<file path="src/rtl/cdb_arbiter.sv">
//------------------------------------------------------------------------------
// cdb_arbiter
//
// Shares the common data bus between the ALU reservation station and the
// load/store buffer. Each producer writes into a private circular FIFO. A
// round-robin arbiter pops at most one head entry per cycle into a registered
// broadcast bus that the ROB, RS and LSB consume.
//
// Parameters:
//   ROB_WIDTH   width of the ROB index carried with each result
//   FIFO_DEPTH  entries per producer FIFO (power of two, >= 2)
//
// Ports:
//   clk_in        system clock
//   rst_in        synchronous active-low reset
//   rdy_in        global ready; low freezes all state
//   clear_in      ROB mispredict flush pulse (effective only with rdy_in)
//   alu_valid / alu_rob_id / alu_value   ALU result input
//   alu_full      ALU FIFO full; ALU must hold alu_valid low
//   lsb_valid / lsb_rob_id / lsb_value   LSB result input
//   lsb_full      LSB FIFO full
//   cdb_valid / cdb_src / cdb_rob_id / cdb_value   registered broadcast
//                 (cdb_src: 0 = ALU, 1 = LSB)
//   overflow_err  sticky flag, set when a push arrives at a full FIFO;
//                 cleared by reset only
//
// Optional feature (macro CDB_BYPASS_EN):
//   When both FIFOs are empty an incoming result is loaded straight into the
//   broadcast register, skipping its FIFO. With both inputs valid, the
//   round-robin winner bypasses and the loser is pushed.
//------------------------------------------------------------------------------
`timescale 1ns/1ps

module cdb_arbiter #(
    parameter int unsigned ROB_WIDTH  = 4,
    parameter int unsigned FIFO_DEPTH = 4
) (
    input  logic                 clk_in,
    input  logic                 rst_in,
    input  logic                 rdy_in,
    input  logic                 clear_in,
    input  logic                 alu_valid,
    input  logic [ROB_WIDTH-1:0] alu_rob_id,
    input  logic [31:0]          alu_value,
    output logic                 alu_full,
    input  logic                 lsb_valid,
    input  logic [ROB_WIDTH-1:0] lsb_rob_id,
    input  logic [31:0]          lsb_value,
    output logic                 lsb_full,
    output logic                 cdb_valid,
    output logic                 cdb_src,
    output logic [ROB_WIDTH-1:0] cdb_rob_id,
    output logic [31:0]          cdb_value,
    output logic                 overflow_err
);

    localparam int unsigned PTR_W = $clog2(FIFO_DEPTH);
    localparam int unsigned CNT_W = PTR_W + 1;
    localparam logic [CNT_W-1:0] CNT_FULL = CNT_W'(FIFO_DEPTH);

    typedef enum logic {
        SRC_ALU = 1'b0,
        SRC_LSB = 1'b1
    } src_e;

    // Index 0 = ALU, index 1 = LSB throughout.
    logic [1:0]           in_valid;
    logic [ROB_WIDTH-1:0] in_rob [2];
    logic [31:0]          in_val [2];
    logic [1:0]           fifo_ne;
    logic [1:0]           fifo_full;
    logic [ROB_WIDTH-1:0] head_rob [2];
    logic [31:0]          head_val [2];
    logic [1:0]           push;
    logic [1:0]           pop;

    logic do_clear;
    logic do_step;

    logic grant_valid;
    src_e grant_src;
    logic byp_valid;
    src_e byp_src;
    src_e rr_pref;

    src_e                 last_grant_q, last_grant_d;
    logic                 cdb_valid_q,  cdb_valid_d;
    src_e                 cdb_src_q,    cdb_src_d;
    logic [ROB_WIDTH-1:0] cdb_rob_id_q, cdb_rob_id_d;
    logic [31:0]          cdb_value_q,  cdb_value_d;
    logic                 overflow_q,   overflow_d;

    assign in_valid  = {lsb_valid, alu_valid};
    assign in_rob[0] = alu_rob_id;
    assign in_rob[1] = lsb_rob_id;
    assign in_val[0] = alu_value;
    assign in_val[1] = lsb_value;

    assign do_clear = rdy_in && clear_in;
    assign do_step  = rdy_in && !clear_in;

    //--------------------------------------------------------------------------
    // Per-source circular FIFOs
    //--------------------------------------------------------------------------
    for (genvar g = 0; g < 2; g++) begin : g_fifo
        logic [ROB_WIDTH-1:0] rob_mem_q [FIFO_DEPTH];
        logic [ROB_WIDTH-1:0] rob_mem_d [FIFO_DEPTH];
        logic [31:0]          val_mem_q [FIFO_DEPTH];
        logic [31:0]          val_mem_d [FIFO_DEPTH];
        logic [PTR_W-1:0]     wr_ptr_q, wr_ptr_d;
        logic [PTR_W-1:0]     rd_ptr_q, rd_ptr_d;
        logic [CNT_W-1:0]     count_q,  count_d;

        assign fifo_ne[g]   = (count_q != '0);
        assign fifo_full[g] = (count_q == CNT_FULL);
        assign head_rob[g]  = rob_mem_q[rd_ptr_q];
        assign head_val[g]  = val_mem_q[rd_ptr_q];

        always_comb begin
            rob_mem_d = rob_mem_q;
            val_mem_d = val_mem_q;
            wr_ptr_d  = wr_ptr_q;
            rd_ptr_d  = rd_ptr_q;
            count_d   = count_q;
            if (do_clear) begin
                wr_ptr_d = '0;
                rd_ptr_d = '0;
                count_d  = '0;
            end else if (do_step) begin
                if (push[g]) begin
                    rob_mem_d[wr_ptr_q] = in_rob[g];
                    val_mem_d[wr_ptr_q] = in_val[g];
                    wr_ptr_d            = wr_ptr_q + 1'b1;
                end
                if (pop[g]) begin
                    rd_ptr_d = rd_ptr_q + 1'b1;
                end
                case ({push[g], pop[g]})
                    2'b10:   count_d = count_q + 1'b1;
                    2'b01:   count_d = count_q - 1'b1;
                    default: count_d = count_q;
                endcase
            end
        end

        always_ff @(posedge clk_in) begin
            if (!rst_in) begin
                wr_ptr_q <= '0;
                rd_ptr_q <= '0;
                count_q  <= '0;
            end else begin
                wr_ptr_q <= wr_ptr_d;
                rd_ptr_q <= rd_ptr_d;
                count_q  <= count_d;
            end
        end

        // Payload storage needs no reset; occupancy is tracked by count_q.
        always_ff @(posedge clk_in) begin
            rob_mem_q <= rob_mem_d;
            val_mem_q <= val_mem_d;
        end
    end

    assign alu_full = fifo_full[0];
    assign lsb_full = fifo_full[1];

    //--------------------------------------------------------------------------
    // Round-robin arbitration from registered state
    //--------------------------------------------------------------------------
    assign rr_pref = (last_grant_q == SRC_LSB) ? SRC_ALU : SRC_LSB;

    always_comb begin
        grant_valid = 1'b0;
        grant_src   = SRC_ALU;
        if (fifo_ne[0] && fifo_ne[1]) begin
            grant_valid = 1'b1;
            grant_src   = rr_pref;
        end else if (fifo_ne[0]) begin
            grant_valid = 1'b1;
            grant_src   = SRC_ALU;
        end else if (fifo_ne[1]) begin
            grant_valid = 1'b1;
            grant_src   = SRC_LSB;
        end
    end

`ifdef CDB_BYPASS_EN
    always_comb begin
        byp_valid = 1'b0;
        byp_src   = SRC_ALU;
        if (!fifo_ne[0] && !fifo_ne[1] && (in_valid != 2'b00)) begin
            byp_valid = 1'b1;
            if (in_valid == 2'b11) begin
                byp_src = rr_pref;
            end else if (in_valid[1]) begin
                byp_src = SRC_LSB;
            end
        end
    end
`else
    assign byp_valid = 1'b0;
    assign byp_src   = SRC_ALU;
`endif

    // Full is judged on the pre-edge count, so a same-cycle pop never makes
    // room for a push. The bypassing source never enters its FIFO.
    always_comb begin
        push[0] = in_valid[0] && !fifo_full[0] && !(byp_valid && (byp_src == SRC_ALU));
        push[1] = in_valid[1] && !fifo_full[1] && !(byp_valid && (byp_src == SRC_LSB));
        pop[0]  = grant_valid && (grant_src == SRC_ALU);
        pop[1]  = grant_valid && (grant_src == SRC_LSB);
    end

    //--------------------------------------------------------------------------
    // Broadcast register, last grant, sticky overflow
    //--------------------------------------------------------------------------
    always_comb begin
        last_grant_d = last_grant_q;
        cdb_valid_d  = cdb_valid_q;
        cdb_src_d    = cdb_src_q;
        cdb_rob_id_d = cdb_rob_id_q;
        cdb_value_d  = cdb_value_q;
        overflow_d   = overflow_q;
        if (do_clear) begin
            last_grant_d = SRC_LSB;
            cdb_valid_d  = 1'b0;
            cdb_src_d    = SRC_ALU;
            cdb_rob_id_d = '0;
            cdb_value_d  = '0;
        end else if (do_step) begin
            if ((in_valid[0] && fifo_full[0]) || (in_valid[1] && fifo_full[1])) begin
                overflow_d = 1'b1;
            end
            if (grant_valid) begin
                last_grant_d = grant_src;
                cdb_valid_d  = 1'b1;
                cdb_src_d    = grant_src;
                cdb_rob_id_d = (grant_src == SRC_LSB) ? head_rob[1] : head_rob[0];
                cdb_value_d  = (grant_src == SRC_LSB) ? head_val[1] : head_val[0];
            end else if (byp_valid) begin
                last_grant_d = byp_src;
                cdb_valid_d  = 1'b1;
                cdb_src_d    = byp_src;
                cdb_rob_id_d = (byp_src == SRC_LSB) ? in_rob[1] : in_rob[0];
                cdb_value_d  = (byp_src == SRC_LSB) ? in_val[1] : in_val[0];
            end else begin
                cdb_valid_d  = 1'b0;
            end
        end
    end

    always_ff @(posedge clk_in) begin
        if (!rst_in) begin
            last_grant_q <= SRC_LSB;
            cdb_valid_q  <= 1'b0;
            cdb_src_q    <= SRC_ALU;
            cdb_rob_id_q <= '0;
            cdb_value_q  <= '0;
            overflow_q   <= 1'b0;
        end else begin
            last_grant_q <= last_grant_d;
            cdb_valid_q  <= cdb_valid_d;
            cdb_src_q    <= cdb_src_d;
            cdb_rob_id_q <= cdb_rob_id_d;
            cdb_value_q  <= cdb_value_d;
            overflow_q   <= overflow_d;
        end
    end

    assign cdb_valid    = cdb_valid_q;
    assign cdb_src      = cdb_src_q;
    assign cdb_rob_id   = cdb_rob_id_q;
    assign cdb_value    = cdb_value_q;
    assign overflow_err = overflow_q;

endmodule

</file>
<file path="config.mk">
export PLATFORM = sky130hd
export DESIGN_NAME = cdb_arbiter
export DESIGN_NICKNAME = d
export VERILOG_FILES = /design/src/rtl/cdb_arbiter.sv
export SDC_FILE = /design/constraint.sdc
export NUM_CORES = 1
export LEC_CHECK = 0
export CORE_UTILIZATION = 51
export CTS_CLUSTER_DIAMETER = 100
export DETAILED_ROUTE_END_ITERATION = 8
export GPL_ROUTABILITY_DRIVEN = 0
export PLACE_DENSITY = 0.83
export RECOVER_POWER = 50
export SLEW_MARGIN = 20
export SYNTH_ARGS = -nofsm -noshare
export SYNTH_HDL_FRONTEND = slang
export SYNTH_SLANG_ARGS = --single-unit
</file>
<file path="constraint.sdc">
create_clock -name clk_in -period 3.05 [get_ports clk_in]
set_clock_uncertainty 0.2 [all_clocks]
set_input_delay 0.61 -clock clk_in [delete_from_list [all_inputs] [get_ports clk_in]]
set_output_delay 0.61 -clock clk_in [all_outputs]
set_load 0.05 [all_outputs]
</file>
### Word-level counts from Yosys, hierarchy flattened

Cells that the tools add are included.

* bits of input ports: 78
* output and inout port bits: 41
* flip-flop bits (word level): 342
* word-level logic and storage cells: 120

* bitwise gates (word level): 7
* $add $sub $neg: 8
* reductions and logical operators: 30
* $lt $le $gt $ge: 6
* mux-type cells: 35
* equality and inequality tests: 6

Operators with widths (number)
* 128-bit bitwise mux: 2
* 32-bit 2-to-1 mux: 7
* 32-bit binary-select mux with 2-bit select: 2
* 32-bit demux with 2-bit select: 2
* 16-bit bitwise mux: 2
* 4-bit 2-to-1 mux: 7
* 4-bit binary-select mux with 2-bit select: 2
* 4-bit demux with 2-bit select: 2
* 2-bit AND reduction: 7
* 3-bit greater-or-equal comparator, second input constant: 4
* 2-bit inverter with 3-bit output: 4
* 3-bit one-hot mux with 2 select lines: 2
* 1-bit logical AND: 11
* 3-bit AND reduction: 3
* 2-bit by 1-bit adder with 2-bit output, second input constant: 4
* 1-bit 2-to-1 mux: 7
* 3-bit by 1-bit adder with 3-bit output, second input constant: 2
* 3-bit == test, second input constant: 2
* 3-bit by 1-bit < comparator with 1-bit output, second input constant: 2
* 3-bit nonzero test: 2
* 3-bit by 1-bit subtractor with 3-bit output, second input constant: 2
* 2-bit by 1-bit == test with 1-bit output, second input constant: 2
* 2-bit == test, second input constant: 2
* 2-bit nonzero test: 2
* other kinds (4): 8

### Logic depth before layout (Yosys ltp)

Gate-level depths: netlist (run 1).

* depth in word-level cells: 9
* mapped depth: 9
* mapped depth without buffers: 9

### Worst setup path after synthesis (run 1)

Ideal clock, no wire load.

* path kind: reg-to-reg
* start point: register g_fifo[1].count_q[2]
* end point: register g_fifo[1].rob_mem_q[0] (netlist name) (enable)
* slack: -209 ps
* library setup time: 424 ps
* cell stages (with the launch flop): 4
* arrival time: 2635 ps
* clock period less this slack: 3259 ps
* path buffers: 0
* required time: 2426 ps
* cells stage by stage: dfxtp_1 -> nor3b_1 -> nor3b_1 -> and2_1

* word-level cells in the longest chain between the ends: 4

Ends and longest elaborated chain
* start: declaration: RTL line 112 `logic [CNT_W-1:0] count_q, count_d;`
* start signal: assignment: RTL line 154 `count_q <= count_d;`
* 3-bit == test: RTL line 115 `assign fifo_full[g] = (count_q == CNT_FULL);`
* named net lsb_full: RTL line 49 `output logic lsb_full,`
* 1-bit zero test: RTL line 210 `push[1] = in_valid[1] && !fifo_full[1] && !(byp_valid && (byp_src == SRC_LSB));`
* 1-bit logical AND: RTL line 210
* 3-bit AND reduction (no source line)
* end signal: assignment: RTL line 160 `rob_mem_q <= rob_mem_d;`
* end: declaration: RTL line 106 `logic [ROB_WIDTH-1:0] rob_mem_q [FIFO_DEPTH];`

The timed path passes the listed nets, and every way through them passes these cells.
A chain may end at the register's enable or synchronous reset.

### Final worst setup path (run 1)

* start point: register g_fifo[0].count_q[2]
* end point: output port alu_full

* word-level cells in the longest chain between the ends: 1

Ends and longest elaborated chain
* start: declaration: RTL line 112
* start signal: assignment: RTL line 154
* 3-bit == test: RTL line 115
* end: declaration: RTL line 45 `output logic alu_full,`

No other way between the ends.

==> flow_metrics.env, run 1 <==
export IMPL_status="complete, but fails checks"
export IMPL_violations="DRC"
export IMPL_clockRootBuffer="clkbuf_16"
export IMPL_worstMarginPinSlew_ns=0.733
export IMPL_syn_instance_count=649
export IMPL_start_kind="register"
export IMPL_crit_path_top_delay_cell="clkdlybuf4s50_1"
export IMPL_dpl_worst_slack_ns=0.362
export IMPL_vias_per_cell=5.81
export IMPL_htree_levels=2
export IMPL_ir_worst_vdd_mv=0.598
export IMPL_initial_core_util_pct=51.8
export IMPL_dieWidth_microns=161
export IMPL_fp_row_count=58
export IMPL_maxSlewViolCount=0
export IMPL_synth_seq_cells=342
export IMPL_synthAdderAreaFrac_pct=1.27
export IMPL_dieArea_sq_um=26100
export IMPL_slowest_delay_ns=0.86
export IMPL_post_cts_buffers=0
export IMPL_clockBufferDepth=3
export IMPL_synth_area_per_cell_sq_um=20.0
export IMPL_cts_tree="yes"
export IMPL_worstSetupPathType="reg -> out"
export IMPL_crit_path_max_fanout=4
export IMPL_cts_clk_slew_worst_paths_ns=0.06
export IMPL_synth_top_family_by_area="multiplexers"
export IMPL_syn_num_nets=739
export IMPL_period_minus_slack_ns=2.87
export IMPL_max_clock_freq_ghz=0.348
export IMPL_max_slew_margin_pct=51.1
export IMPL_worstSkewPairLatency_ns=0.51
export IMPL_synth_seq_area_share_pct=75.0
export IMPL_pin_count=119
export IMPL_syn_cell_area_sq_um=13000
export IMPL_endpoint_kind="primary output"
export IMPL_synth_simple_area_share_pct=2.96
export IMPL_vias=6735
export IMPL_synth_compound_area_share_pct=5.53
export IMPL_layout_setup_ws_ns=0.179
export IMPL_track_usage_pct=22.3
export IMPL_coreArea_sq_um=25000
export IMPL_synth_cell_types=34
export IMPL_grt_start_max_net_pins=54
export IMPL_dp_cells=1093
export IMPL_fin_nets=890
export IMPL_layout_drive_gt1_share_pct=24.4
export IMPL_hold_violations=0
export IMPL_drtIter0Drc=525
export IMPL_crit_chain="nor3b_2, clkdlybuf4s50_1"
export IMPL_p_leak_nw=4.91
export IMPL_antenna_found_initial=2
export IMPL_io_buffers=118
export IMPL_grt_first_pass_wirelength_mm=42.3
export IMPL_critPathRequiredTime_ns=2.24
export IMPL_wl_per_cell_microns=24.3
export IMPL_grt_overflow=0
export IMPL_period_share_pct=94.1
export IMPL_firstDrtPassIters=9
export IMPL_synthMuxAreaShare_pct=12.8
export IMPL_grt_pass1_vias=7140
export IMPL_hold_class="reg -> reg"
export IMPL_drt_total_wl_mm=28.2
export IMPL_fin_tns_setup_ns=0
export IMPL_hold_buffers=0
export IMPL_numCtsBuffers=35
export IMPL_rsz0062_at_grt="false"
export IMPL_detail_route_antenna_nets=0
export IMPL_timing_hold_ws_ns=0.246
export IMPL_ys_warnings_count=0
export IMPL_critPathArrivalTime_ns=2.06
export IMPL_maxCapViolCount=0
export IMPL_cts_sinks=342
export IMPL_dp_hpwl_mm=17.7
export IMPL_synth_xor_area_share_pct=0.743
export IMPL_fin_cells=1159
export IMPL_setup_viol=0
export IMPL_num_fill_cells=1675
export IMPL_area_growth_pct=22.5
export IMPL_cts_resized=0
export IMPL_p_per_area_nw_per_um2=603
export IMPL_drcViolationCount=2
export IMPL_die_h_microns=161
## cell type report
| type | instances | area, sq um | area share (%) |
|---|---|---|---|
| Antenna cell | 2 | 5.00 | 0.0315 |
| Clock buffer | 50 | 963 | 6.06 |
| Clock inverter | 14 | 116 | 0.732 |
| Inverter | 9 | 33.8 | 0.212 |
| Multi-Input combinational cell | 265 | 3050 | 19.2 |
| Sequential cell | 342 | 9740 | 61.3 |
| Tap cell | 330 | 413 | 2.60 |
| Timing Repair Buffer | 147 | 1580 | 9.92 |
## logic make-up after synthesis
group | Yosys count
AO/OA/AOI/OAI | 85
XOR/XNOR | 11
adder cells (fa/ha/maj) | 12
buffers and inverters | 42
flip-flops | 342
multiplexers | 76
AND/OR/NAND/NOR | 81
## routing by layer
metal | vias up | wire length [microns] | GRT usage (%)
met5 | - | 0 | 0
met4 | 0 | 861 | 8.62
met3 | 61 | 1440 | 3.60
met2 | 255 | 14900 | 39.4
met1 | 3500 | 11000 | 27.5
li1 | 2919 | - | -
## cell usage after synthesis, drive strengths merged
master / n / area, sq um
edfxtp: 288 / 8650
mux4: 72 / 1620
dfxtp: 54 / 1080
a21oi: 39 / 270
nand2: 39 / 146
a22oi: 35 / 363
buf: 22 / 144
nor2: 18 / 67.6
clkbuf: 11 / 41.3
ha: 10 / 125
xnor2: 10 / 87.6
inv: 9 / 33.8
and2: 8 / 50.1
nor3: 5 / 36.3
nor3b: 5 / 37.5
a211oi: 4 / 35.0
mux2i: 4 / 40.0
nand2b: 3 / 18.8
o21ai: 3 / 15.0
fa: 2 / 40.0
a21bo: 1 / 10.0
a21o: 1 / 7.51
nand3b: 1 / 7.51
nor4b: 1 / 8.76
o21a: 1 / 7.51
o31a: 1 / 8.76
or3: 1 / 11.3
xor2: 1 / 8.76
## sequential cells by signal, summed over array words and instances, names as in the netlist
| name | count |
|---|---|
| g_fifo.rd_ptr_q | 4 |
| overflow_err | 1 |
| cdb_rob_id | 4 |
| cdb_value | 32 |
| g_fifo.count_q | 6 |
| last_grant_q | 1 |
| g_fifo.wr_ptr_q | 4 |
| cdb_valid | 1 |
| g_fifo.rob_mem_q | 32 |
| g_fifo.val_mem_q | 256 |
| cdb_src | 1 |
## cell usage in the layout, fill, tap and decap left out, drive strengths merged, types with 18 or more instances in the layout
cell type / synthesis / routed
dlygate4sd3: 0 / 73
edfxtp: 288 / 288
nand2: 39 / 39
clkbuf: 11 / 59
mux4: 72 / 72
a22oi: 35 / 35
nor2: 18 / 18
buf: 22 / 20
a21oi: 39 / 39
clkdlybuf4s50: 0 / 45
dfxtp: 54 / 54
## where the power goes
part | switching, W | internal [W] | total (W)
clock | 0.00169 | 0.00231 | 0.00400
combinational | 0.000252 | 0.000185 | 0.000437
sequential | 0.0000277 | 0.00512 | 0.00514
## stage by stage
stage	utilization, %	area [sq um]	power [W]
2_1_floorplan	-	13000	0.00545
3_3_place_gp	59.6	14900	0.00569
3_5_place_dp	59.6	14900	0.00570
4_1_cts	63.9	16000	0.00967
5_1_grt	63.5	15900	0.00986
6_report	63.5	15900	0.00958
## worst max-delay path, delay by kind of cell, from the launching register on
family / cells / cell delay (ns)
DFF: 1 / 0.38
and+or+nand+nor: 1 / 0.32
buffers and inverters: 1 / 0.86
## path summary, 6_finish.rpt
path | start | slack, ns | cells past startpoint | end
min | cdb_value[1] | 0.25 | 2 | cdb_value[1]
max | g_fifo[0].count_q[2] | 0.18 | 2 | alu_full
max reg2reg | g_fifo[0].count_q[0] | 0.42 | 9 | g_fifo[1].count_q[2]
min reg2reg | cdb_value[1] | 0.25 | 2 | cdb_value[1]
Note: power is estimated with default switching activity, not from simulation.
==> run 2, diff against run 1 <==
CORE_MARGIN = 3   (was not set)
==> flow_metrics.env, run 2 (synthesized netlist as in run 1, its figures left out) <==
export IMPL_maxSlewViolCount=0
export IMPL_final_common_cell="edfxtp_1"
export IMPL_layout_drive_gt1_share_pct=25.1
export IMPL_fin_cells=1158
export IMPL_dieWidth_microns=165
export IMPL_hold_violations=0
export IMPL_dp_hpwl_mm=17.8
export IMPL_endpoint_kind="primary output"
export IMPL_vias=6729
export IMPL_wl_per_cell_microns=24.8
export IMPL_ir_worst_vdd_mv=0.540
export IMPL_grt_first_pass_wirelength_mm=43.4
export IMPL_setup_viol=0
export IMPL_area_growth_pct=22.8
export IMPL_grt_pass1_vias=7159
export IMPL_pin_count=119
export IMPL_antenna_found_initial=1
export IMPL_critPathRequiredTime_ns=2.24
export IMPL_worstMarginPinSlew_ns=0.891
export IMPL_hold_class="reg -> reg"
export IMPL_period_minus_slack_ns=2.90
export IMPL_fin_tns_setup_ns=0
export IMPL_worstSkewPairLatency_ns=0.52
export IMPL_period_share_pct=95.1
export IMPL_drcViolationCount=0
export IMPL_post_cts_buffers=0
export IMPL_io_buffers=118
export IMPL_clockBufferDepth=3
export IMPL_detail_route_antenna_nets=0
export IMPL_layout_setup_ws_ns=0.149
export IMPL_clockRootBuffer="clkbuf_16"
export IMPL_max_slew_margin_pct=40.6
export IMPL_fp_row_count=57
export IMPL_vias_per_cell=5.81
export IMPL_crit_path_max_fanout=4
export IMPL_max_clock_freq_ghz=0.345
export IMPL_final_cell_mix="edfxtp_1 (288), dlygate4sd3_1 (73), mux4_2 (72)"
export IMPL_coreArea_sq_um=24700
export IMPL_initial_core_util_pct=52.6
export IMPL_cts_sinks=342
export IMPL_p_per_area_nw_per_um2=620
export IMPL_regMostFlops="g_fifo.val_mem_q"
export IMPL_cts_tree="yes"
export IMPL_drt_total_wl_mm=28.7
export IMPL_fin_nets=896
export IMPL_drtIter0Drc=676
export IMPL_numCtsBuffers=35
export IMPL_dp_cells=1093
export IMPL_dieArea_sq_um=27400
export IMPL_largest_reg_flops=256
export IMPL_grt_overflow=0
export IMPL_firstDrtPassIters=5
export IMPL_rsz0062_at_grt="false"
export IMPL_track_usage_pct=21.6
export IMPL_htree_levels=2
export IMPL_p_leak_nw=4.97
export IMPL_critPathArrivalTime_ns=2.09
export IMPL_worstSetupPathType="reg -> out"
export IMPL_power_w=0.00988
export IMPL_start_kind="register"
export IMPL_grt_start_max_net_pins=39
export IMPL_status="finished clean"
export IMPL_hold_buffers=0
export IMPL_die_h_microns=165
export IMPL_maxCapViolCount=0
export IMPL_cts_clk_slew_worst_paths_ns=0.06
export IMPL_cts_resized=0
export IMPL_dpl_worst_slack_ns=0.236
run 2: cell types whose count changed in the layout (fill, tap and decap cells not counted), sizes merged:
cell,before,now
inv,11,10
clkinv,9,11
bufinv,1,4
clkbuf,59,52
buf,20,27
diode,2,1
clkinvlp,2,4
run 2: path summary, 6_finish.rpt:
path,from,to,slack [ns],depth (start not counted)
min,cdb_value[28],cdb_value[28],0.25,2
max reg2reg,g_fifo[0].count_q[0],g_fifo[1].count_q[2],0.45,9
max,g_fifo[0].count_q[2],alu_full,0.15,2
min reg2reg,cdb_value[28],cdb_value[28],0.25,2
run 2: power by group:
group          switching, W  internal, W
Combinational      0.000246     0.000192
Sequential        0.0000319      0.00511
Clock               0.00173      0.00257
run 2: cell type report:
class,instances,area [sq um]
flip-flops and latches,342,9740
fillers,1690,8750
multi-input cells,265,3030
repair buffers,153,1550
clock buffers,44,951
well taps,324,405
clock inverters,20,220
inverters,9,33.8
diodes,1,2.50
run 2: per-stage QoR:
| stage | instance area [sq um] | hold WS (ns) | utilization, % |
|---|---|---|---|
| 2_1_floorplan | 13000 | 0.314 | - |
| 3_3_place_gp | 14900 | 0.237 | 60.2 |
| 3_5_place_dp | 14900 | 0.243 | 60.2 |
| 4_1_cts | 16000 | 0.251 | 65.0 |
| 5_1_grt | 15900 | 0.264 | 64.6 |
| 6_report | 15900 | 0.252 | 64.6 |
run 2: layer usage:
metal | GRT usage, % | vias up | wire length [microns]
met5 | 0 | - | 0
met4 | 6.47 | 0 | 683
met3 | 3.29 | 50 | 1700
met2 | 38.7 | 278 | 15400
met1 | 27.3 | 3489 | 10900
li1 | - | 2912 | -
run 2: critical path, cell delays in order (launching register included):
cell and delay [ns]:
dfxtp_1 0.39, nor3b_2 0.31, clkdlybuf4s50_1 0.86
